`src/rtl/calc_pkg.sv`:
```
`default_nettype none
// ============================================================================
//  Module      : calc_pkg
//  Description : Shared constants for the simple calculator and its display
//                stage: datapath widths and one-hot state encodings.
//  Revision    : 1.0 - initial release
// ============================================================================
package calc_pkg;

    // Calculator result width and the decimal digits needed to show it
    localparam int CALC_WIDTH = 17;
    localparam int BCD_DIGITS = 6;

    // One-hot state encoding, same style as the calculator controller
    localparam logic [2:0] c_ST_IDLE  = 3'b001;
    localparam logic [2:0] c_ST_SHIFT = 3'b010;
    localparam logic [2:0] c_ST_DONE  = 3'b100;

endpackage
`default_nettype wire

```
`src/rtl/bcd_digit_adjust.sv`:
```
`default_nettype none
// ============================================================================
//  Module      : bcd_digit_adjust
//  Description : Double-dabble digit correction. Adds 3 to a BCD digit of 5
//                or more so the following left shift carries correctly.
//  Revision    : 1.0 - initial release
// ============================================================================
module bcd_digit_adjust (
    input  logic [3:0] i_d,
    output logic [3:0] o_d
);

    // Pre-shift correction: digits 5..9 become 8..12
    always_comb begin
        o_d = i_d;
        if (i_d >= 4'd5) begin
            o_d = i_d + 4'd3;
        end
    end

endmodule
`default_nettype wire

```
`src/rtl/result_bcd_converter.sv`:
```
`default_nettype none
// ============================================================================
//  Module      : result_bcd_converter
//  Description : Converts the calculator result to packed BCD with an
//                iterative shift-and-add-3 sequence, one bit per cycle, and
//                produces a leading-zero blanking mask for the display.
//  Revision    : 1.0 - initial release
// ============================================================================
module result_bcd_converter
    import calc_pkg::*;
#(
    parameter int WIDTH  = CALC_WIDTH,
    parameter int DIGITS = BCD_DIGITS
) (
    input  logic                  Clk,
    input  logic                  Reset,
    input  logic                  Start,
    input  logic [WIDTH-1:0]      Bin,
    input  logic                  FlagIn,
    output logic [4*DIGITS-1:0]   Bcd,
    output logic [DIGITS-1:0]     DigitEn,
    output logic                  FlagOut,
    output logic                  Busy,
    output logic                  Valid
);

    localparam int c_CNT_W = $clog2(WIDTH);
    localparam int c_BCD_W = 4 * DIGITS;
    localparam logic [c_CNT_W-1:0] c_LAST_BIT = c_CNT_W'(WIDTH - 1);

    logic [2:0]           r_state;
    logic [WIDTH-1:0]     r_shift;
    logic [c_BCD_W-1:0]   r_scratch;
    logic [c_CNT_W-1:0]   r_cnt;
    logic                 r_flag;
    logic [c_BCD_W-1:0]   r_bcd;
    logic [DIGITS-1:0]    r_digit_en;
    logic                 r_flag_out;
    logic                 r_busy;
    logic                 r_valid;

    logic [c_BCD_W-1:0]   w_adj;
    logic [DIGITS-1:0]    w_digit_en;

    // Per-digit add-3 correction applied to the scratch before each shift
    for (genvar gi = 0; gi < DIGITS; gi++) begin : g_adj
        bcd_digit_adjust u_adj (
            .i_d (r_scratch[4*gi +: 4]),
            .o_d (w_adj[4*gi +: 4])
        );
    end

    // Digit i is lit when it or any more significant digit is nonzero;
    // the units digit is always lit so zero shows as "0"
    for (genvar gi = 0; gi < DIGITS; gi++) begin : g_en
        if (gi == 0) begin : g_lsd
            assign w_digit_en[gi] = 1'b1;
        end else begin : g_upper
            assign w_digit_en[gi] = |r_scratch[c_BCD_W-1:4*gi];
        end
    end

    // Conversion controller: capture, WIDTH shifts, then publish the result
    always_ff @(posedge Clk) begin
        if (Reset) begin
            r_state    <= c_ST_IDLE;
            r_shift    <= '0;
            r_scratch  <= '0;
            r_cnt      <= '0;
            r_flag     <= 1'b0;
            r_bcd      <= '0;
            r_digit_en <= DIGITS'(1);
            r_flag_out <= 1'b0;
            r_busy     <= 1'b0;
            r_valid    <= 1'b0;
        end else begin
            r_valid <= 1'b0;
            case (r_state)
                c_ST_IDLE: begin
                    if (Start) begin
                        r_shift   <= Bin;
                        r_scratch <= '0;
                        r_flag    <= FlagIn;
                        r_cnt     <= '0;
                        r_busy    <= 1'b1;
                        r_state   <= c_ST_SHIFT;
                    end
                end
                c_ST_SHIFT: begin
                    // Corrected digits and remaining binary shift as one word
                    {r_scratch, r_shift} <= {w_adj, r_shift} << 1;
                    r_cnt <= r_cnt + c_CNT_W'(1);
                    if (r_cnt == c_LAST_BIT) begin
                        r_state <= c_ST_DONE;
                    end
                end
                c_ST_DONE: begin
                    r_bcd      <= r_scratch;
                    r_digit_en <= w_digit_en;
                    r_flag_out <= r_flag;
                    r_valid    <= 1'b1;
                    r_busy     <= 1'b0;
                    r_state    <= c_ST_IDLE;
                end
                default: begin
                    r_busy  <= 1'b0;
                    r_state <= c_ST_IDLE;
                end
            endcase
        end
    end

    assign Bcd     = r_bcd;
    assign DigitEn = r_digit_en;
    assign FlagOut = r_flag_out;
    assign Busy    = r_busy;
    assign Valid   = r_valid;

endmodule
`default_nettype wire
```
`config.mk`:
```
export PLATFORM = sky130hd
export DESIGN_NAME = result_bcd_converter
export DESIGN_NICKNAME = d
export VERILOG_FILES = /design/src/rtl/calc_pkg.sv /design/src/rtl/bcd_digit_adjust.sv /design/src/rtl/result_bcd_converter.sv
export SDC_FILE = /design/constraint.sdc
export NUM_CORES = 1
export LEC_CHECK = 0
export BUFFER_PORTS_ARGS = -buffer_cell sky130_fd_sc_hd__buf_2
export CAP_MARGIN = 20
export CORE_ASPECT_RATIO = 0.5
export CORE_MARGIN = 2
export CORE_UTILIZATION = 61
export DETAILED_ROUTE_END_ITERATION = 7
export PLACE_DENSITY_LB_ADDON = 0.2
export SLEW_MARGIN = 15
export SYNTH_ARGS = -nofsm -noshare
export SYNTH_HDL_FRONTEND = slang
export SYNTH_HIERARCHICAL = 1
export SYNTH_SLANG_ARGS = --single-unit
```
`constraint.sdc`:
```
create_clock -name Clk -period 3.3 [get_ports Clk]
set_clock_uncertainty 0.2 [all_clocks]
set_input_delay 0.66 -clock Clk [delete_from_list [all_inputs] [get_ports Clk]]
set_output_delay 0.66 -clock Clk [all_outputs]
set_load 0.02 [all_outputs]
```
# [Yosys cells after proc, flatten, opt, wreduce, memory -nomap -nowiden]
# Index checks and enable logic that the tools add are counted.
[word_totals] rom_bits=0 mem_count=0 out_inout_bits=33 latchBits=0 reg_bits=82 input_bits=21 mem_bits_rw=0
[classes] reduce_logical=10 n_mux=18 n_eq_ne=6 shift=0 n_mul=0 div=0 order_cmp=6 addsub=7 bitwise_logic=1
[ops] op="case mux 24 bit (2 select lines)" n=1
[ops] op="case mux 17 bit (2 select lines)" n=1
[ops] op=">= comparator 4 x 3 -> 1 bit, second input constant" n=6
[ops] op="two-way mux 24 bit" n=1
[ops] op="adder 4 x 2 -> 4 bit, second input constant" n=5
[ops] op="two-way mux 4 bit" n=5
[ops] op="OR reduction 20 bit" n=1
[ops] op="two-way mux 17 bit" n=1
[ops] op="OR reduction 16 bit" n=1
[ops] op="OR reduction 12 bit" n=1
[ops] op="case mux 5 bit (2 select lines)" n=1
[ops] op="two-way mux 3 bit" n=3
[ops] op="AND reduction 2 bit" n=4
[ops] op="OR reduction 8 bit" n=1
[ops] op="case mux 3 bit (2 select lines)" n=1
[ops] op="adder 5 x 1 -> 5 bit, second input constant" n=1
[ops] op="equality test 5 bit, second input constant" n=1
[ops] op="two-way mux 5 bit" n=1
[ops] op="!= test 2 bit, second input constant" n=2
[ops] op="OR reduction 4 bit" n=1
[ops] op="adder 3 x 2 -> 3 bit, second input constant" n=1
[ops] op="equality test 3 x 1 -> 1 bit, second input constant" n=1
[ops] op="equality test 3 x 2 -> 1 bit, second input constant" n=1
[ops] op="equality test 3 bit, second input constant" n=1
[ops] op="other kinds (4)" n=5

# [Depth between registers and ports, before layout]
# Gate-level depths: netlist (run 1).
[depth] depth_word=3 depth_mapped=6 depth_no_buf=6

# [Cells and area by module]
# The synthesis (run 1) kept the hierarchy.
[modules_own_cells] mod="result_bcd_converter" seq_area_each_um2=1641.6 area_each_um2=3080.5 cells_per_inst=327 instances=1
[modules_own_cells] mod="bcd_digit_adjust" seq_area_each_um2=0.0 area_each_um2=101.3 cells_per_inst=16 instances=6

# [Worst setup path after synthesis (run 1)]
# Ideal clock, no wire load.
[synth_path] path_type="input port to flip-flop" startpoint="in Start" endpoint="reg r_scratch[4]" stages=4 setup_time_ps=117 arrival_time_ps=1466 path_buffers=1 required_ps=2983 path_slack_ps=1517 cell_sequence="nor4bb_4 -> nor3_2 -> buf_2 -> a22o_1"
[synth_via] elab_chain_cells=2
[synth_lines] item="from (decl)" line="result_bcd_converter.sv:17" rtl="input logic Start,"
[synth_lines] item="!= test 2 bit (no line)"
[synth_lines] item="AND reduction 2 bit (no line)"
[synth_lines] item="to (signal assigned)" line="result_bcd_converter.sv:91" rtl="{r_scratch, r_shift} <= {w_adj, r_shift} << 1;"
[synth_lines] item="to (decl)" line="result_bcd_converter.sv:33" rtl="logic [c_BCD_W-1:0] r_scratch;"
# No other way between the ends.
# A chain may end at the register's enable or synchronous reset.

# [Worst setup path after layout (run 1)]
[layout_path] startpoint="reg r_state[2]" endpoint="reg r_digit_en[1], in the netlist DigitEn[1]"
[layout_via] elab_chain_cells=1
[layout_lines] item="from (decl)" line="result_bcd_converter.sv:31" rtl="logic [2:0] r_state;"
[layout_lines] item="from (signal assigned)" line="result_bcd_converter.sv:66" rtl="r_state <= c_ST_IDLE;"
[layout_lines] item="from (signal assigned)" line="result_bcd_converter.sv:86" rtl="r_state <= c_ST_SHIFT;"
[layout_lines] item="from (signal assigned)" line="result_bcd_converter.sv:94" rtl="r_state <= c_ST_DONE;"
[layout_lines] item="equality test 3 bit" line="result_bcd_converter.sv:78" rtl="case (r_state)"
[layout_lines] item="to (signal assigned)" line="result_bcd_converter.sv:99" rtl="r_digit_en <= w_digit_en;"
[layout_lines] item="to (decl)" line="result_bcd_converter.sv:37" rtl="logic [DIGITS-1:0] r_digit_en;"
# No other way between the ends.

==> results by group, run 1 <==
Clock tree
  – Root Driver: clkbuf_16
  – Total CTS buffers: 9
  – Clk buf depth: 2
  – CTS tree: yes
  – Setup Buffers After CTS: 0
  – # resized after CTS: 0
  – H-tree Lvls: 3
  – Worst-skew pair later-pin latency: 340 ps
  – Clock slew at reported path FFs: 60 ps
  – Clock sinks: 82
  – Cts hold-fix bufs: 0

Drt
  – Post-Route WL: ~8 mm
  – Drt wl/cell: 15.3 um
  – DRC: 0
  – Vias per std cell: 5.76
  – Drt pass-1 iters: 5
  – DRT antenna net count: 0
  – Vias: 3093
  – Initial DRC Count: 233

Floorplan
  – Die Footprint: 6690 um^2
  – Core area: 5630 um^2
  – Initial Utilization: roughly two thirds
  – Ports: 54
  – Height of the die: 58.8 um
  – Row cnt: 19
  – DIE WIDTH: around 110 um

Critical path
  – CP required: 3310 ps
  – Worst-path maximum fanout: 29
  – Worst EP arrival: 2200 ps
  – Crit end category: register
  – FF-to-FF setup slack: 1110 ps
  – WS Path Type: register to register
  – Startpoint types: register

GRT
  – Tot GR Track Use: 26.1%
  – Antenna violations before repair: 0
  – Total grt overflow: 0
  – Vias in the first global route: roughly 3000
  – Largest net degree at the start of global routing: 40
  – First-pass GRT wire length: between 10 and 15 mm

Logic synthesis
  – Syn Inst Count: 419
  – Syn Std Cell Area: 3670 um^2
  – Avg Cell Area, Syn: about 8.8 um^2
  – Syn nets: between 400 and 500
  – Warnings, synthesis: 6

Timing
  – Final setup violation count: 0
  – Worst Tran Pin Value: 984 ps
  – Crit path time final: 2190 ps
  – Tcrit/Tclk final: 66.5%
  – Final Hold Viols: 0
  – Max-slew headroom: 34.4%
  – F_max: approximately 460 MHz
  – Pins over their slew limit: 0
  – Setup_tns: 0 ps
  – RSZ-0062 raised after global routing: no

Place
  – Placed cell count: 521
  – IO buf count: 52
  – Post-DP HPWL: 5.24 mm
  – Placer congestion estimate: around 0.79

Power and ir drop
  – Worst VDD drop: 0.407 mV
  – PD cells: 511 nW/um^2
  – Pleak: 1.78 nW

Finish
  – Most common cell after layout, fill and taps aside: dfxtp_1
  – Combined flip-flop and latch cell area: ~1600 um^2
  – Area delta synth->final: 14.8%
  – Layout cells sized above 1: between 15 and 20%
  – Post-Layout Cell Count: 537
  – Layout Nets: 494
  – Multi-input gate area: 1820 um^2
  – Diodes inserted: 0
  – Highest-count cells in the layout ignoring fill and taps: dfxtp_1, nand2_1, buf_2, a21oi_1, a22o_1
  – Fill cell count: 427

Job
  – Maxcap violations: 0

Outcome
  – Run status: finished clean

Worst hold path
  – Worst hold path class: register to register
==> report_power, final <==
group | switching, W | internal, W
logic | 0.0000667 | 0.0000453
registers | 0.0000181 | 0.00102
clock network | 0.000385 | 0.000622
==> sequential cells by signal, summed over array words and instances (netlist names) <==
signal,cells
FlagOut,1
r_shift,17
DigitEn,5
Valid,1
r_state,3
r_flag,1
r_cnt,5
Busy,1
r_scratch,24
Bcd,24
==> routing by layer <==
layer	global-route usage (%)	wire (um)
met1	32.8	3770
met2	43.2	3930
met3	7.93	417
met4	10.1	94
met5	0	0
==> final timing paths <==
kind,startpoint,end,cells after the start
worst min-delay path,Bcd[18],Bcd[18],2
worst min register to register,Bcd[18],Bcd[18],2
worst max register to register,r_state[2],DigitEn[1],3
worst max-delay path,r_state[2],DigitEn[1],3
==> cell type report <==
type | count | share of cell area (%)
clock buffer | 11 | 6.00
clock inverter | 5 | 1.25
inverter | 16 | 1.43
multi-input combinational | 293 | 43.1
sequential | 82 | 39.0
tap | 73 | 2.17
timing repair buffer | 57 | 7.07
==> through the flow <==
step / worst slack (ps) / hold slack [ps] / instance area (um^2) / total power, W / utilization [%]
after detailed placement: 870 / 245 / 3910 / 0.00117 / 69.4
after global routing: 949 / 275 / 4210 / 0.00223 / 74.8
final: 1110 / 253 / 4210 / 0.00215 / 74.8
after floorplan: 1520 / 232 / 3670 / 0.00113 / -
after global placement: 928 / 241 / 3910 / 0.00116 / 69.4
after CTS: 1110 / 254 / 4210 / 0.00217 / 74.8
==> critical path, cell delays in order (launching register included) <==
cell,delay [ps]
dfxtp_1,600
or3b_1,810
nor2_1,330
a31oi_1,110
Power figures use the tool's default switching activity.
==> run 2: changes to the inputs <==
--- a/config.mk
+++ b/config.mk
@@ -5,11 +5,12 @@
 export SDC_FILE = /design/constraint.sdc
 export NUM_CORES = 1
 export LEC_CHECK = 0
+export ABC_AREA = 1
 export BUFFER_PORTS_ARGS = -buffer_cell sky130_fd_sc_hd__buf_2
 export CAP_MARGIN = 20
 export CORE_ASPECT_RATIO = 0.5
 export CORE_MARGIN = 2
-export CORE_UTILIZATION = 61
+export CORE_UTILIZATION = 52
 export DETAILED_ROUTE_END_ITERATION = 7
 export PLACE_DENSITY_LB_ADDON = 0.2
 export SLEW_MARGIN = 15
==> constraint.sdc (replaced) <==
create_clock -name Clk -period 1.9 [get_ports Clk]
set_clock_uncertainty 0.2 [all_clocks]
set_input_delay 0.38 -clock Clk [delete_from_list [all_inputs] [get_ports Clk]]
set_output_delay 0.38 -clock Clk [all_outputs]
set_load 0.02 [all_outputs]
==> run 2 against run 1 <==
Effect of this change:
- final cell count is 40% higher
- worst setup slack worse by 830 ps
- combinational power grew to 3.4 times the previous value
- sequential power is 76% higher
- critical path type unchanged
- largest cell class unchanged
- total power is 74% higher
- die area is 29% higher
==> results by group, run 2 <==
Clock tree
  – Clock slew at reported path FFs: around 50 ps
  – Cts hold-fix bufs: 0
  – Clk buf depth: 2
  – Setup Buffers After CTS: 0
  – H-tree Lvls: 3
  – Worst-skew pair later-pin latency: 340 ps
  – Root Driver: clkbuf_16
  – # resized after CTS: 0
  – CTS tree: yes
  – Total CTS buffers: 9
  – Clock sinks: 82

Timing
  – Tcrit/Tclk final: 85.6%
  – Pins over their slew limit: 0
  – Final Hold Viols: 0
  – Setup_tns: 0 ps
  – Final setup violation count: 0
  – RSZ-0062 raised after global routing: no
  – F_max: a little over 600 MHz
  – Crit path time final: 1630 ps

Floorplan
  – Die Footprint: 8600 um^2
  – Row cnt: 22
  – Height of the die: 66.6 um
  – Initial Utilization: between 50% and 60%
  – Ports: between 50 and 60
  – DIE WIDTH: 129 um
  – Core area: around 7500 um^2

Power and ir drop
  – Clk pwr share: 41.6%
  – Psw: 0.000913 W
  – Switching Share: 24.4%
  – Reg power frac: 48.2%
  – Worst VDD drop: between 0.4 and 0.5 mV
  – PD cells: between 700 and 800 nW/um^2
  – Pleak: ~2.1 nW
  – Part of the power in combinational logic: 10.2%
  – P_int: 0.00284 W

Outcome
  – Run status: finished clean

Finish
  – Layout Nets: slightly below 700
  – Fill cell count: 706
  – Highest-count cells in the layout ignoring fill and taps: nand2_1, nor2_1, dfxtp_1, buf_2, o21ai_0
  – Layout cells sized above 1: 18.2%
  – Post-route cell area: 4700 um^2
  – Diodes inserted: 0
  – Area delta synth->final: 15.5%
  – Most common cell after layout, fill and taps aside: nand2_1

Critical path
  – CP required: 1970 ps
  – Worst-path maximum fanout: 7
  – Crit end category: register
  – Worst EP arrival: 1690 ps
  – WS Path Type: register to register
  – Startpoint types: register

Place
  – Placer congestion estimate: 0.796
  – IO buf count: 52
  – Post-DP HPWL: 5.46 mm
  – DP Area: 4440 um^2

Worst hold path
  – Worst hold path class: primary input to register

Drt
  – Initial DRC Count: 221
  – Drt pass-1 iters: 4
  – Vias per std cell: roughly 4.8
  – Post-Route WL: 8.06 mm
  – DRC: 0
  – Vias: 3600
  – DRT antenna net count: 0
  – Drt wl/cell: 10.7 um

Logic synthesis
  – Syn Inst Count: 595
  – Syn nets: 630
  – Warnings, synthesis: 6
  – Avg Cell Area, Syn: a little under 7 um^2
  – Syn Std Cell Area: 4070 um^2

GRT
  – Tot GR Track Use: about a fifth
  – Antenna violations before repair: 0
  – Total grt overflow: 0
  – Vias in the first global route: 3143
  – Largest net degree at the start of global routing: 50
  – Met3 usage: 6.10%
  – Most Crowded Layer GR: met2
  – First-pass GRT wire length: about 14 mm
  – M1 GR Usage: 25.9%
  – Met2 GRT Util: 33.9%

Job
  – Maxcap violations: 0
-- run 2: metrics by stage --
step	power [W]	utilization [%]	instances	hold WS, ps	worst slack (ps)
finish	0.00375	63.0	751	67.2	274
global route	0.00395	63.0	751	109	131
CTS	0.00379	63.0	751	58.0	277
detailed placement	0.00223	59.5	735	264	292
global placement	0.00222	59.5	735	253	316
floorplan	0.00214	-	595	236	455
-- run 2: routing by layer --
metal	vias up	part of all wire (%)
li1	1937	-
met1	1585	50
met2	66	44
met3	12	4.7
met4	0	1.5
met5	-	0
-- run 2: area by class of cell --
cell class | count | area, um^2 | share of cell area, %
clock buffer | 13 | 250 | 5.32
inverter | 58 | 218 | 4.63
sequential | 82 | 1640 | 34.9
tap | 108 | 135 | 2.87
clock inverter | 3 | 15.0 | 0.319
multi-input combinational | 427 | 2070 | 44.1
timing repair buffer | 60 | 370 | 7.88
-- run 2: power by group through the flow --
| stage | Clock (W) | Combinational [W] | Sequential (W) |
|---|---|---|---|
| 3_3_place_gp | 0 | 0.000383 | 0.00184 |
| 2_1_floorplan | 0 | 0.000294 | 0.00184 |
| 4_1_cts | 0.00160 | 0.000388 | 0.00181 |
| 6_report | 0.00156 | 0.000383 | 0.00181 |
| 3_5_place_dp | 0 | 0.000386 | 0.00184 |
| 5_1_grt | 0.00169 | 0.000444 | 0.00181 |
-- run 2: critical path, stage by stage (launching register included) --
cell     delay [ps]
dfxtp_1         450
inv_1           110
ha_1            250
nor2_4          160
nor2_4           70
a21oi_2         110
nand2_1          60
a21oi_1         150
-- run 2: path summary, 6_finish.rpt --
kind	startpoint	end	slack, ps	cells after the start
min reg2reg	r_shift[0]	r_shift[0]	270	2
min	FlagIn	r_flag	70	3
max	r_scratch[8]	r_scratch[12]	270	7
max reg2reg	r_scratch[8]	r_scratch[12]	270	7
==> run 3: changes to the inputs <==
--- a/config.mk
+++ b/config.mk
@@ -8,9 +8,11 @@
 export ABC_AREA = 1
 export BUFFER_PORTS_ARGS = -buffer_cell sky130_fd_sc_hd__buf_2
 export CAP_MARGIN = 20
+export CELL_PAD_IN_SITES_DETAIL_PLACEMENT = 0
+export CELL_PAD_IN_SITES_GLOBAL_PLACEMENT = 1
 export CORE_ASPECT_RATIO = 0.5
 export CORE_MARGIN = 2
-export CORE_UTILIZATION = 52
+export CORE_UTILIZATION = 37
 export DETAILED_ROUTE_END_ITERATION = 7
 export PLACE_DENSITY_LB_ADDON = 0.2
 export SLEW_MARGIN = 15
==> run 3 against run 2 <==
Effect of this change:
- design area rose by 2.1%
- highest routed layer unchanged
- count of clock-buffer cells in the layout decreased by 4
- die area rose by 39%
- global-route usage is 4.5 points lower
- largest cell class unchanged
- hold slack improved by 22 ps
- critical endpoint is now r_scratch[10]
==> results by group, run 3 (synthesized netlist as in run 2, its figures left out) <==
Job
  – Maxcap violations: 0

Clock tree
  – Setup Buffers After CTS: 0
  – Clock sinks: 82
  – Worst-skew pair later-pin latency: roughly 340 ps
  – Cts hold-fix bufs: 0
  – H-tree Lvls: 3
  – CTS tree: yes
  – # resized after CTS: 0
  – Clk buf depth: 2
  – Root Driver: clkbuf_16
  – Total CTS buffers: 9
  – Clock slew at reported path FFs: ~70 ps

Critical path
  – Crit end category: register
  – RR Startpoint: r_scratch[9]
  – Startpoint types: register
  – Worst r2r dst: r_scratch[10]
  – Reg2reg path depth: 9
  – Worst EP arrival: 1690 ps
  – WS Path Type: register to register
  – CP required: 1970 ps
  – Worst-path maximum fanout: 6
  – Worst setup path endpoint: r_scratch[10]
  – Launch point of the worst path: r_scratch[9]
  – FF-to-FF setup slack: roughly 280 ps

Floorplan
  – Ports: 54
  – Core area: 10800 um^2
  – DIE WIDTH: 152 um
  – Row cnt: 27
  – Height of the die: about 78 um
  – Die Footprint: 11900 um^2
  – Initial Utilization: 37.6%

Outcome
  – Run status: finished clean

GRT
  – Largest net degree at the start of global routing: 50
  – First-pass GRT wire length: ~16 mm
  – Total grt overflow: 0
  – Tot GR Track Use: roughly 16%
  – Antenna violations before repair: 0
  – Vias in the first global route: 3339

Timing
  – F_max: ~620 MHz
  – Final setup violation count: 0
  – Tcrit/Tclk final: 85.2%
  – Final Hold Viols: 0
  – Crit path time final: between 1500 and 2000 ps
  – Pins over their slew limit: 0
  – Hold slack final: just under 90 ps
  – Setup_tns: 0 ps
  – RSZ-0062 raised after global routing: no

Finish
  – Area delta synth->final: 17.9%
  – Layout cells sized above 1: 18.9%
  – Diodes inserted: 0
  – Highest-count cells in the layout ignoring fill and taps: nand2_1, nor2_1, dfxtp_1, buf_2, o21ai_0
  – Fill cell count: between 1000 and 1500
  – Layout Nets: 675
  – Most common cell after layout, fill and taps aside: nand2_1

Place
  – Placer congestion estimate: 0.744
  – Post-DP HPWL: 6.01 mm
  – IO buf count: 52

Worst hold path
  – Hold Crit Start: FlagIn
  – Worst hold path class: primary input to register

Drt
  – Post-Route WL: 9.01 mm
  – DRC: 0
  – Vias per std cell: roughly 4.5
  – DRT antenna net count: 0
  – Drt wl/cell: ~11 um
  – Initial DRC Count: ~180
  – Drt pass-1 iters: 4
  – Vias: 3570

Power and ir drop
  – PD cells: 824 nW/um^2
  – Pleak: 2.08 nW
  – Worst VDD drop: 0.407 mV
==> run 3: changes by cell type in the layout (fill, tap and decap cells not counted), sizes merged <==
cell / change
bufinv: +1
clkinv: -1
buf: +2
inv: +1
clkbuf: -4
clkinvlp: +3
==> run 3: where the power goes <==
| part | internal [W] | switching (W) |
|---|---|---|
| Combinational | 0.000141 | 0.000253 |
| Clock | 0.00103 | 0.000731 |
| Sequential | 0.00178 | 0.0000215 |
| Total | 0.00295 | 0.00100 |
==> run 3: critical path: stages (launching register included) <==
cell     delay, ps
dfxtp_1        440
inv_1          110
ha_1           190
nand2_1         70
nand2_2         70
nor2_4         140
nand2_1         80
o21ai_2         60
nand2_1         60
a21oi_1        140
==> run 3: worst min path at each step <==
stage	endpoint	depth (start not counted)
2_1_floorplan	r_scratch[0]	2
3_3_place_gp	r_scratch[0]	2
3_5_place_dp	r_shift[0]	2
4_1_cts	r_flag	3
5_1_grt	r_flag	3
6_report	r_flag	3
==> run 3: area by class of cell <==
| cell class | count | area (um^2) | share of cell area [%] |
|---|---|---|---|
| flip-flops and latches | 82 | 1640 | 34.2 |
| clock buffers | 9 | 225 | 4.69 |
| multi-input cells | 427 | 2070 | 43.1 |
| well taps | 145 | 181 | 3.78 |
| clock inverters | 7 | 78.8 | 1.64 |
| inverters | 58 | 218 | 4.53 |
| repair buffers | 62 | 385 | 8.03 |
==> run 3: per-stage QoR <==
step                      power, W  instances  utilization [%]  worst slack [ps]  area [um^2]
after global routing       0.00418        790             44.3               129         4800
after detailed placement   0.00224        774             41.5               257         4500
after floorplan            0.00214        595                -               455         4070
after CTS                  0.00403        790             44.3               265         4800
after global placement     0.00224        774             41.5               287         4500
final                      0.00396        790             44.3               280         4800
==> run 3: layer usage <==
layer	vias to the layer above	track usage [%]	share of wire, %
met5	-	0	0
met4	0	4.49	0.59
met3	4	5.14	4.2
met2	50	26.3	43
met1	1567	20.9	52
li1	1949	-	-
